File: src/rtl/piso_shift_register.sv
// ---------------------------------------------------------------------------
// piso_shift_register
//   Parallel-in serial-out shift register. A WIDTH-bit word is captured
//   through a load/ready handshake and presented one bit at a time on
//   serial_out. Each bit advances on the shared shift strobe. A PISO and a
//   SIPO wired serial_out->serial_in with a common shift therefore move a
//   word end to end.
//
//   Parameters
//     WIDTH      word width in bits (>= 2)
//     MSB_FIRST  1: bit WIDTH-1 goes out first, 0: bit 0 goes out first
//
//   Ports
//     clk         rising-edge clock
//     reset       asynchronous, active-high reset
//     load        capture request; accepted only while ready=1
//     data_in     parallel word to serialize
//     shift       advance strobe; downstream samples serial_out on it
//     ready       idle, a load will be accepted
//     busy        a word is being serialized
//     serial_out  registered bit currently presented
//     done        one-cycle pulse after the final bit is consumed
//     bit_cnt     index of the bit currently presented (0-based)
//
//   Build option
//     PISO_PARITY_EN  when defined, an even-parity bit (XOR of the captured
//                     word) is sent after the data bits, with bit_cnt=WIDTH.
//                     A word then takes WIDTH+1 strobes.
// ---------------------------------------------------------------------------
module piso_shift_register #(
    parameter int WIDTH     = 8,
    parameter bit MSB_FIRST = 1'b1
) (
    input  logic                           clk,
    input  logic                           reset,
    input  logic                           load,
    input  logic [WIDTH-1:0]               data_in,
    input  logic                           shift,
    output logic                           ready,
    output logic                           busy,
    output logic                           serial_out,
    output logic                           done,
    output logic [$clog2(WIDTH+1)-1:0]     bit_cnt
);

    localparam int CW = $clog2(WIDTH+1);
    localparam logic [CW-1:0] LAST = CW'(WIDTH-1);

`ifdef PISO_PARITY_EN
    typedef enum logic [1:0] {IDLE, SHIFT, PARITY} state_t;
`else
    typedef enum logic [1:0] {IDLE, SHIFT} state_t;
`endif

    state_t           state, state_nxt;
    logic [WIDTH-1:0] sreg,  sreg_nxt;
    logic [CW-1:0]    cnt,   cnt_nxt;
    logic             sout,  sout_nxt;
    logic             done_r, done_nxt;
`ifdef PISO_PARITY_EN
    logic             par,   par_nxt;
`endif

    // Register stage: every output comes straight from a flop.
    always_ff @(posedge clk or posedge reset) begin
        if (reset) begin
            state  <= IDLE;
            sreg   <= '0;
            cnt    <= '0;
            sout   <= 1'b0;
            done_r <= 1'b0;
`ifdef PISO_PARITY_EN
            par    <= 1'b0;
`endif
        end else begin
            state  <= state_nxt;
            sreg   <= sreg_nxt;
            cnt    <= cnt_nxt;
            sout   <= sout_nxt;
            done_r <= done_nxt;
`ifdef PISO_PARITY_EN
            par    <= par_nxt;
`endif
        end
    end

    always_comb begin
        state_nxt = state;
        sreg_nxt  = sreg;
        cnt_nxt   = cnt;
        sout_nxt  = sout;
        done_nxt  = 1'b0;
`ifdef PISO_PARITY_EN
        par_nxt   = par;
`endif
        case (state)
            IDLE: begin
                // shift is ignored here, including on the accepting edge.
                if (load) begin
                    sreg_nxt  = data_in;
                    cnt_nxt   = '0;
                    sout_nxt  = MSB_FIRST ? data_in[WIDTH-1] : data_in[0];
                    state_nxt = SHIFT;
`ifdef PISO_PARITY_EN
                    par_nxt   = ^data_in;
`endif
                end
            end
            SHIFT: begin
                if (shift) begin
                    if (cnt == LAST) begin
`ifdef PISO_PARITY_EN
                        state_nxt = PARITY;
                        cnt_nxt   = CW'(WIDTH);
                        sout_nxt  = par;
`else
                        state_nxt = IDLE;
                        cnt_nxt   = '0;
                        sout_nxt  = 1'b0;
                        sreg_nxt  = '0;
                        done_nxt  = 1'b1;
`endif
                    end else begin
                        // The bit after the one on serial_out sits next to
                        // the exit end of the register.
                        sreg_nxt = MSB_FIRST ? {sreg[WIDTH-2:0], 1'b0}
                                             : {1'b0, sreg[WIDTH-1:1]};
                        sout_nxt = MSB_FIRST ? sreg[WIDTH-2] : sreg[1];
                        cnt_nxt  = cnt + 1'b1;
                    end
                end
            end
`ifdef PISO_PARITY_EN
            PARITY: begin
                if (shift) begin
                    state_nxt = IDLE;
                    cnt_nxt   = '0;
                    sout_nxt  = 1'b0;
                    sreg_nxt  = '0;
                    done_nxt  = 1'b1;
                end
            end
`endif
            default: state_nxt = IDLE;
        endcase
    end

    assign ready      = (state == IDLE);
    assign busy       = (state != IDLE);
    assign serial_out = sout;
    assign done       = done_r;
    assign bit_cnt    = cnt;

endmodule

File: config.mk
export PLATFORM = sky130hd
export DESIGN_NAME = piso_shift_register
export DESIGN_NICKNAME = d
export VERILOG_FILES = /design/src/rtl/piso_shift_register.sv
export SDC_FILE = /design/constraint.sdc
export NUM_CORES = 1
export LEC_CHECK = 0
export ABC_AREA = 0
export BUFFER_PORTS_ARGS = -buffer_cell sky130_fd_sc_hd__buf_4
export CORE_MARGIN = 1.5
export CORE_UTILIZATION = 30
export CTS_CLUSTER_DIAMETER = 200
export DETAILED_ROUTE_END_ITERATION = 10
export SLEW_MARGIN = 20
export SYNTH_ARGS = -nofsm -noshare
export SYNTH_HDL_FRONTEND = slang
export SYNTH_SLANG_ARGS = --single-unit
File: constraint.sdc
create_clock -name clk -period 2.35 [get_ports clk]
set_input_delay 0.1175 -clock clk [delete_from_list [all_inputs] [get_ports clk]]
set_output_delay 0.1175 -clock clk [all_outputs]
set_load 0.01 [all_outputs]
=== Yosys cells after proc, flatten, opt, wreduce, memory -nomap -nowiden ===
Index checks and enable logic that the tools add are counted.

* Word-level logic and storage cells: 35
* Output and inout port bits: 8
* Input bits: 12
* Flip-flop bits (word level): 15

* $add $sub $neg: 1
* Reductions and logical operators: 5
* Equal/unequal tests: 5
* Mux-type cells: 19

{| class="wikitable"
|+ Operators with widths
! operator !! count
|-
| 2-to-1 mux 7 bit || 3
|-
| one-hot mux 7 bit (2 select lines) || 1
|-
| 2-to-1 mux 4 bit || 3
|-
| one-hot mux 4 bit (2 select lines) || 1
|-
| 2-to-1 mux 1 bit || 6
|-
| 2-to-1 mux 2 bit || 3
|-
| inequality test 2 bit (second input constant) || 3
|-
| AND reduction 3 bit || 2
|-
| adder 4 x 1 -> 4 bit (second input constant) || 1
|-
| == test 4 x 3 -> 1 bit (second input constant) || 1
|-
| one-hot mux 2 bit (2 select lines) || 1
|-
| nonzero test 2 bit || 2
|-
| == test 2 x 1 -> 1 bit (second input constant) || 1
|-
| zero test 2 bit || 1
|-
| one-hot mux 1 bit (2 select lines) || 1
|}

=== Depth between registers and ports, before layout ===
Gate-level depths: netlist of the first run.

* Word-level depth: 4
* Depth in mapped cells: 4
* Mapped depth without buffers: 4

=== Least setup slack after synthesis of the first run ===
OpenSTA, ideal clock, no wires.

* Kind: flip-flop to flip-flop
* From: reg cnt[0], in the netlist bit_cnt[0]
* To: reg sreg[3]
* Path slack: 0.982 ns
* Cell stages (with the launch flop): 5
* Data arrival time: 1.242 ns
* Cells stage by stage: dfrtp_1 ha_1 nand3b_4 and2_4 a221o_1

* Cells in the longest elaborated chain, start to end: 4

{| class="wikitable"
|+ Ends and longest elaborated chain
! item !! line !! source
|-
| start: declaration || 57 || <nowiki>logic [CW-1:0] cnt, cnt_nxt;</nowiki>
|-
| start signal: assignment || 78 || <nowiki>cnt <= cnt_nxt;</nowiki>
|-
| == test 4 x 3 -> 1 bit || 111 || <nowiki>if (cnt == LAST) begin</nowiki>
|-
| 2-to-1 mux 7 bit || 111 ||
|-
| 2-to-1 mux 7 bit || 110 || <nowiki>if (shift) begin</nowiki>
|-
| one-hot mux 7 bit (2 select lines) || 96 || <nowiki>case (state)</nowiki>
|-
| end signal: assignment || 77 || <nowiki>sreg <= sreg_nxt;</nowiki>
|-
| end: declaration || 56 || <nowiki>logic [WIDTH-1:0] sreg, sreg_nxt;</nowiki>
|}

Every way passes these cells. The select of a mux whose other input is x is not followed.
A chain may end at the register's enable or synchronous reset.

=== Worst setup path after layout of the first run ===
* From: reg cnt[0], in the netlist bit_cnt[0]
* To: reg sreg[4]

Same word-level chain as after synthesis.

==> results of run 1 <==
per-stage QoR:
step / power (mW) / cell area, µm² / instances / hold slack (ns) / util (%)
finish: 0.9450 / 864.6 / 106 / 0.06795 / 43.19
detailed placement: 0.7825 / 818.3 / 101 / 0.1962 / 40.88
global placement: 0.7786 / 818.3 / 101 / 0.1919 / 40.88
global route: 1.015 / 864.6 / 106 / 0.05486 / 43.19
CTS: 0.9574 / 864.6 / 106 / 0.06804 / 43.19
floorplan: 0.6434 / 653.1 / 56 / 0.006719 / -
cell usage after synthesis, drive strengths merged:
cell	n
a221o	4
a22o	2
a2bb2oi	3
a31oi	2
and2	6
and3	1
buf	1
dfrtp	14
ha	1
inv	2
mux2	1
nand2	2
nand2b	1
nand3	4
nand3b	2
nor2	5
nor2b	1
o21ai	3
xor2	1
sequential cells by signal, summed over array words and instances (netlist names):
name and flops:
serial_out 1, sreg 7, state 1, done 1, bit_cnt 4
routing by layer:
layer	vias up	part of all wire (%)
li1	253	-
met1	236	49
met2	13	45
met3	0	5.5
met4	0	0
met5	-	0
critical path, cell delays in order (launching register included):
cell      delay [ns]
dfrtp_1         0.41
ha_1            0.23
nand3b_4        0.13
and2_4          0.20
a221o_1         0.34
layout make-up:
class,count,area share [%]
Timing Repair Buffer,20,17.66
Multi-Input combinational cell,39,32.85
Sequential cell,14,40.52
Inverter,2,0.8683
Clock buffer,4,4.197
Tap cell,27,3.907
where the power goes:
group / switching [mW] / total [mW] / internal (mW)
Sequential: 0.0829 / 0.420 / 0.337
Clock: 0.0764 / 0.171 / 0.0941
Combinational: 0.149 / 0.355 / 0.206
worst max path at each step:
stage,endpoint,start,slack [ns]
5_1_grt,sreg[3],bit_cnt[0],0.85
4_1_cts,sreg[4],bit_cnt[0],0.91
3_3_place_gp,sreg[3],bit_cnt[0],0.95
6_report,sreg[4],bit_cnt[0],0.93
3_5_place_dp,sreg[3],bit_cnt[0],0.93
2_1_floorplan,sreg[3],bit_cnt[0],0.98
placed cells by master (no fill, tap or decap):
| cell type | instances |
|---|---|
| a22o_1 | 2 |
| and2_4 | 2 |
| nand2_1 | 2 |
| nor2b_2 | 1 |
| inv_1 | 2 |
| a2bb2oi_1 | 3 |
| nand2b_1 | 1 |
| clkbuf_4 | 3 |
| buf_4 | 19 |
| clkbuf_8 | 1 |
| ha_1 | 1 |
| and2_1 | 4 |
| nand3b_1 | 1 |
| mux2_2 | 1 |
| dfrtp_1 | 14 |
| and3_1 | 1 |
| a31oi_1 | 2 |
| o21ai_0 | 3 |
| nor2_2 | 1 |
| nand3b_4 | 1 |
| a221o_1 | 4 |
| dlygate4sd3_1 | 1 |
| nand3_1 | 4 |
| xor2_1 | 1 |
| nor2_1 | 4 |
cell families (layout without fill, tap and decap cells):
family,after synthesis,in the layout
fa+ha+maj,1,1
xor+xnor,1,1
flops,14,14
compound gates,14,14
mux,1,1
simple gates,22,22
buf+inv,3,26
repair_timing:
action / CTS / global route
setup endpoints to repair: 0 / 0
hold buffers: 1 / 0
endpoints found under the hold margin: 14 / 0
==> flow_summary.ini, run 1 <==
[placed_design]
place_congestion = 0.6898
dp_slack_ns = 0.9292
io_buffers = 19

[clock_tree]
clkSlewWorstSetupHoldPaths_ns = 0.08
cts_resized = 0
root_buffer = clkbuf_4
cts_sinks = 14
clock_latency_ns = 0.27
numCtsBuffers = 3
cts_setup_buffers = 0
h-tree-depth = 1
clk_path_buf_depth = 2
cts_tree = built

[worst_setup_path]
worstSetupEndpointType = flop
required_ns = 2.51
r2r-end = sreg[4]
worst_ep_arrival_time_ns = 1.58
reg2reg_slack_ns = 0.93
crit_fanout = 7
critPathKind = flop to flop
r2r_cells = 4
worstSetupStartpointType = flop
reg2reg_from = bit_cnt[0]

[finish]
seqCellArea_um2 = 350.3
num_antenna_cells = 0
multi_input_area_um2 = 284.0
layout-drive-gt1-share_pct = 36.71
fill_cells = 204
area_growth_pct = 32.38
fin_nets = 93

[detailed_routing]
drt-vias-per-instance = 4.736
drt-total-wl_um = 1279
num_vias = 502
drc = 0
postRouteAntennaNets = 0
wl_per_cell_um = 12.07
dr.pass1.iters = 3
drt_iter0_markers = 14

[die]
initial_utilization_pct = 32.62
die-area_um2 = 2466
io_pins = 20
die_y_um = 49.66
coreArea_um2 = 2002
rows = 16
fp.dieW_um = 49.66

[sta]
maxSlewViolCount = 0
rsz0062_at_grt = no
setup_tns_ns = 0
max_freq_mhz = 703.1
setup_viol = 0
finalCriticalPeriod_ns = 1.422
fin_ws_ns = 0.9278
fin_crit_sh_pct = 60.52
max_slew_margin_pct = 65.07
hold_violations = 0
finClkSkew_ns = 0.002761
worstMarginPinSlew_ns = 0.5233

[worst_hold_path]
holdPathEnd = state[0]
holdPathStages = 3
hp-start = load
hold_path.class = input port to flop

[global_routing]
grt_use_met2_pct = 16.89
grt_pass1_wl_um = 2042
grtUsageTotal_pct = 11.03
grt_use_met3_pct = 5.152
antenna_found_initial = 0
grtUsageMet1_pct = 14.56
grt_busiest_layer = met2
grt_pass1_vias = 461
grt_max_degree = 15
overflow = 0

[logic_synthesis]
synth_top_cell_by_area = dfrtp_1
yosysUniqueCellTypes = 22
synth_compound_gate_area_share_pct = 17.05
synthXorXnorAreaFrac_pct = 1.341
postSynthAreaPerCell_um2 = 11.66
syn_area_um2 = 653.1
ys_seq_area_share_pct = 53.64
syn_inst = 56
mappedNetlistNets = 69
synth_mux_area_share_pct = 1.724
synthAdderAreaFrac_pct = 1.916
synth_top_area_share_pct = 53.64
synth_seq_cells = 14
synth_top_family_by_area = simple AND/OR/NAND/NOR gates
yosys.area_share.simple_pct = 21.46
synthTopCellsByArea = dfrtp_1, a221o_1, a2bb2oi_1
synth_warnings = 0

[outcome]
status = finished, final reports clean

[flow_run]
cap_violations = 0

[pwr]
p_leak_nw = 0.4357
power_density_nw_per_um2 = 1093
ir_drop_mv = 0.5912
No activity file was read; power rests on OpenSTA's default activity.
==> run 2: changes to the inputs <==
==> constraint.sdc (replaced) <==
create_clock -name clk -period 1.2 [get_ports clk]
set_input_delay 0.06 -clock clk [delete_from_list [all_inputs] [get_ports clk]]
set_output_delay 0.06 -clock clk [all_outputs]
set_load 0.01 [all_outputs]
==> run 2 against run 1 <==
Effect of this change: sequential cell count is the same; setup slack got worse by 0.95 ns; worst hold slack lost 0.049 ns; register-to-register slack got worse by 0.95 ns; total power is 120% higher; the run now ends with setup timing left; first-iteration DRC count fell by 36%; via count grew 9.6%; wire length rose by 18%.
==> flow_summary.ini, run 2 (synthesis gave the netlist of run 1 again) <==
[die]
fp.dieW_um = 49.66
io_pins = 20
initial_utilization_pct = 32.62
die-area_um2 = 2466
die_y_um = 49.66
coreArea_um2 = 2002
rows = 16

[finish]
layout-drive-gt1-share_pct = 53.33
top_register = sreg
final_common_cell = buf_4
area_growth_pct = 52.87
largest_reg_flops = 7
num_antenna_cells = 0
fin_nets = 104
final_area_um2 = 998.5
multi_input_area_um2 = 331.6
layout_common_cells = buf_4, dfrtp_1
seqCellArea_um2 = 351.6
fill_cells = 194

[placed_design]
dp_hpwl_um = 1087
io_buffers = 19
place_area_um2 = 880.8
dp_slack_ns = -0.03641
place_congestion = 0.7502

[detailed_routing]
num_vias = 550
drt-total-wl_um = 1506
dr.pass1.iters = 4
wl_per_cell_um = 12.87
drt_iter0_markers = 9
drt-vias-per-instance = 4.701
postRouteAntennaNets = 0
drc = 0

[flow_run]
cap_violations = 0

[worst_setup_path]
crit_fanout = 5
critical_path.cell_chain = ha_4 > nand3b_4 > and2_4 > a221o_1
cp-startpoint = bit_cnt[1]
critPathKind = flop to flop
worstSetupEndpointType = flop
worstSetupStartpointType = flop
reg2reg_from = bit_cnt[1]
required_ns = 1.36
cp_slowest_cell = dfrtp_1
worst_ep_arrival_time_ns = 1.38
cpPeakStageDelay_ns = 0.40
reg2reg_slack_ns = -0.02
r2r-end = sreg[4]
r2r_cells = 4
endpoint = sreg[4]

[sta]
fin_crit_sh_pct = 101.5
setup_tns_ns = -0.03199
setup_viol = 3
finalCriticalPeriod_ns = 1.218
worstMarginPinSlew_ns = 0.5607
max_freq_mhz = 820.8
fin_ws_ns = -0.01837
hold_violations = 0
rsz0062_at_grt = yes
finClkSkew_ns = 0.009046
max_slew_margin_pct = 62.58
maxSlewViolCount = 0

[global_routing]
antenna_found_initial = 0
grt_use_met2_pct = 20.67
grt_busiest_layer = met2
overflow = 0
grt_use_met3_pct = 5.455
grt_pass1_vias = 563
grtUsageTotal_pct = 14.38
grt_pass1_wl_um = 2670
grtUsageMet1_pct = 20.00
grt_max_degree = 15

[outcome]
status = finished, violations left
violations = setup timing

[clock_tree]
numCtsBuffers = 3
root_buffer = clkbuf_4
clkSlewWorstSetupHoldPaths_ns = 0.09
cts_tree = built
clk_path_buf_depth = 2
clock_latency_ns = 0.28
h-tree-depth = 1
cts_sinks = 14

[worst_hold_path]
hold_path.class = input port to flop
hp-start = data_in[0]

[pwr]
ir_drop_mv = 0.9679
p_leak_nw = 0.4993
power_density_nw_per_um2 = 2118
run 2: changes by cell type in the layout (fill, tap and decap cells not counted), moves of 3 or more:
cell / before / now
buf_4: 19 / 29
o21ai_0: 3 / 0
a2bb2oi_1: 3 / 0
a2bb2oi_2: 0 / 3
run 2: critical path, delay by kind of cell (launching register included):
kind | cells | cell delay, ns
AND/OR/NAND/NOR | 2 | 0.23
adder cells (fa/ha/maj) | 1 | 0.16
flip-flops | 1 | 0.40
AO/OA/AOI/OAI | 1 | 0.31
run 2: power by group:
part	internal [mW]	switching (mW)	total (mW)	leakage (nW)
sequential	0.661	0.165	0.826	0.171
clock	0.184	0.154	0.339	0.0210
combinational	0.577	0.372	0.950	0.307
run 2: how the worst min path moves through the flow:
stage,endpoint,cells past startpoint
floorplan,bit_cnt[0],1
global placement,sreg[6],2
detailed placement,sreg[3],2
CTS,sreg[0],2
global route,sreg[0],2
finish,sreg[0],2
run 2: repair_timing:
action,4_1_cts,5_1_grt
gates resized for setup,2,10
setup endpoints to repair,7,10
hold endpoints to repair,15,0
buffers inserted,2,0
pin swaps,1,2
hold buffers,2,0
run 2: routing by layer:
| layer | wire, µm | vias up |
|---|---|---|
| met1 | 740 | 258 |
| met3 | 61 | 2 |
| met2 | 684 | 15 |
| li1 | - | 275 |
| met4 | 19 | 0 |
| met5 | 0 | - |
run 2: area by class of cell:
cell class,count,area share (%)
clock buffers,4,3.634
well taps,27,3.383
flip-flops and latches,14,35.21
inverters,2,0.7519
multi-input cells,39,33.21
repair buffers,31,23.81
run 2: per-stage QoR:
step | hold slack [ns] | utilization, % | cells | power, mW
floorplan | -0.05078 | - | 56 | 1.266
global placement | 0.1333 | 44.00 | 109 | 1.637
detailed placement | 0.1453 | 44.00 | 109 | 1.662
CTS | 0.01069 | 48.19 | 117 | 2.071
global route | 0.01598 | 49.88 | 117 | 2.263
finish | 0.01886 | 49.88 | 117 | 2.115
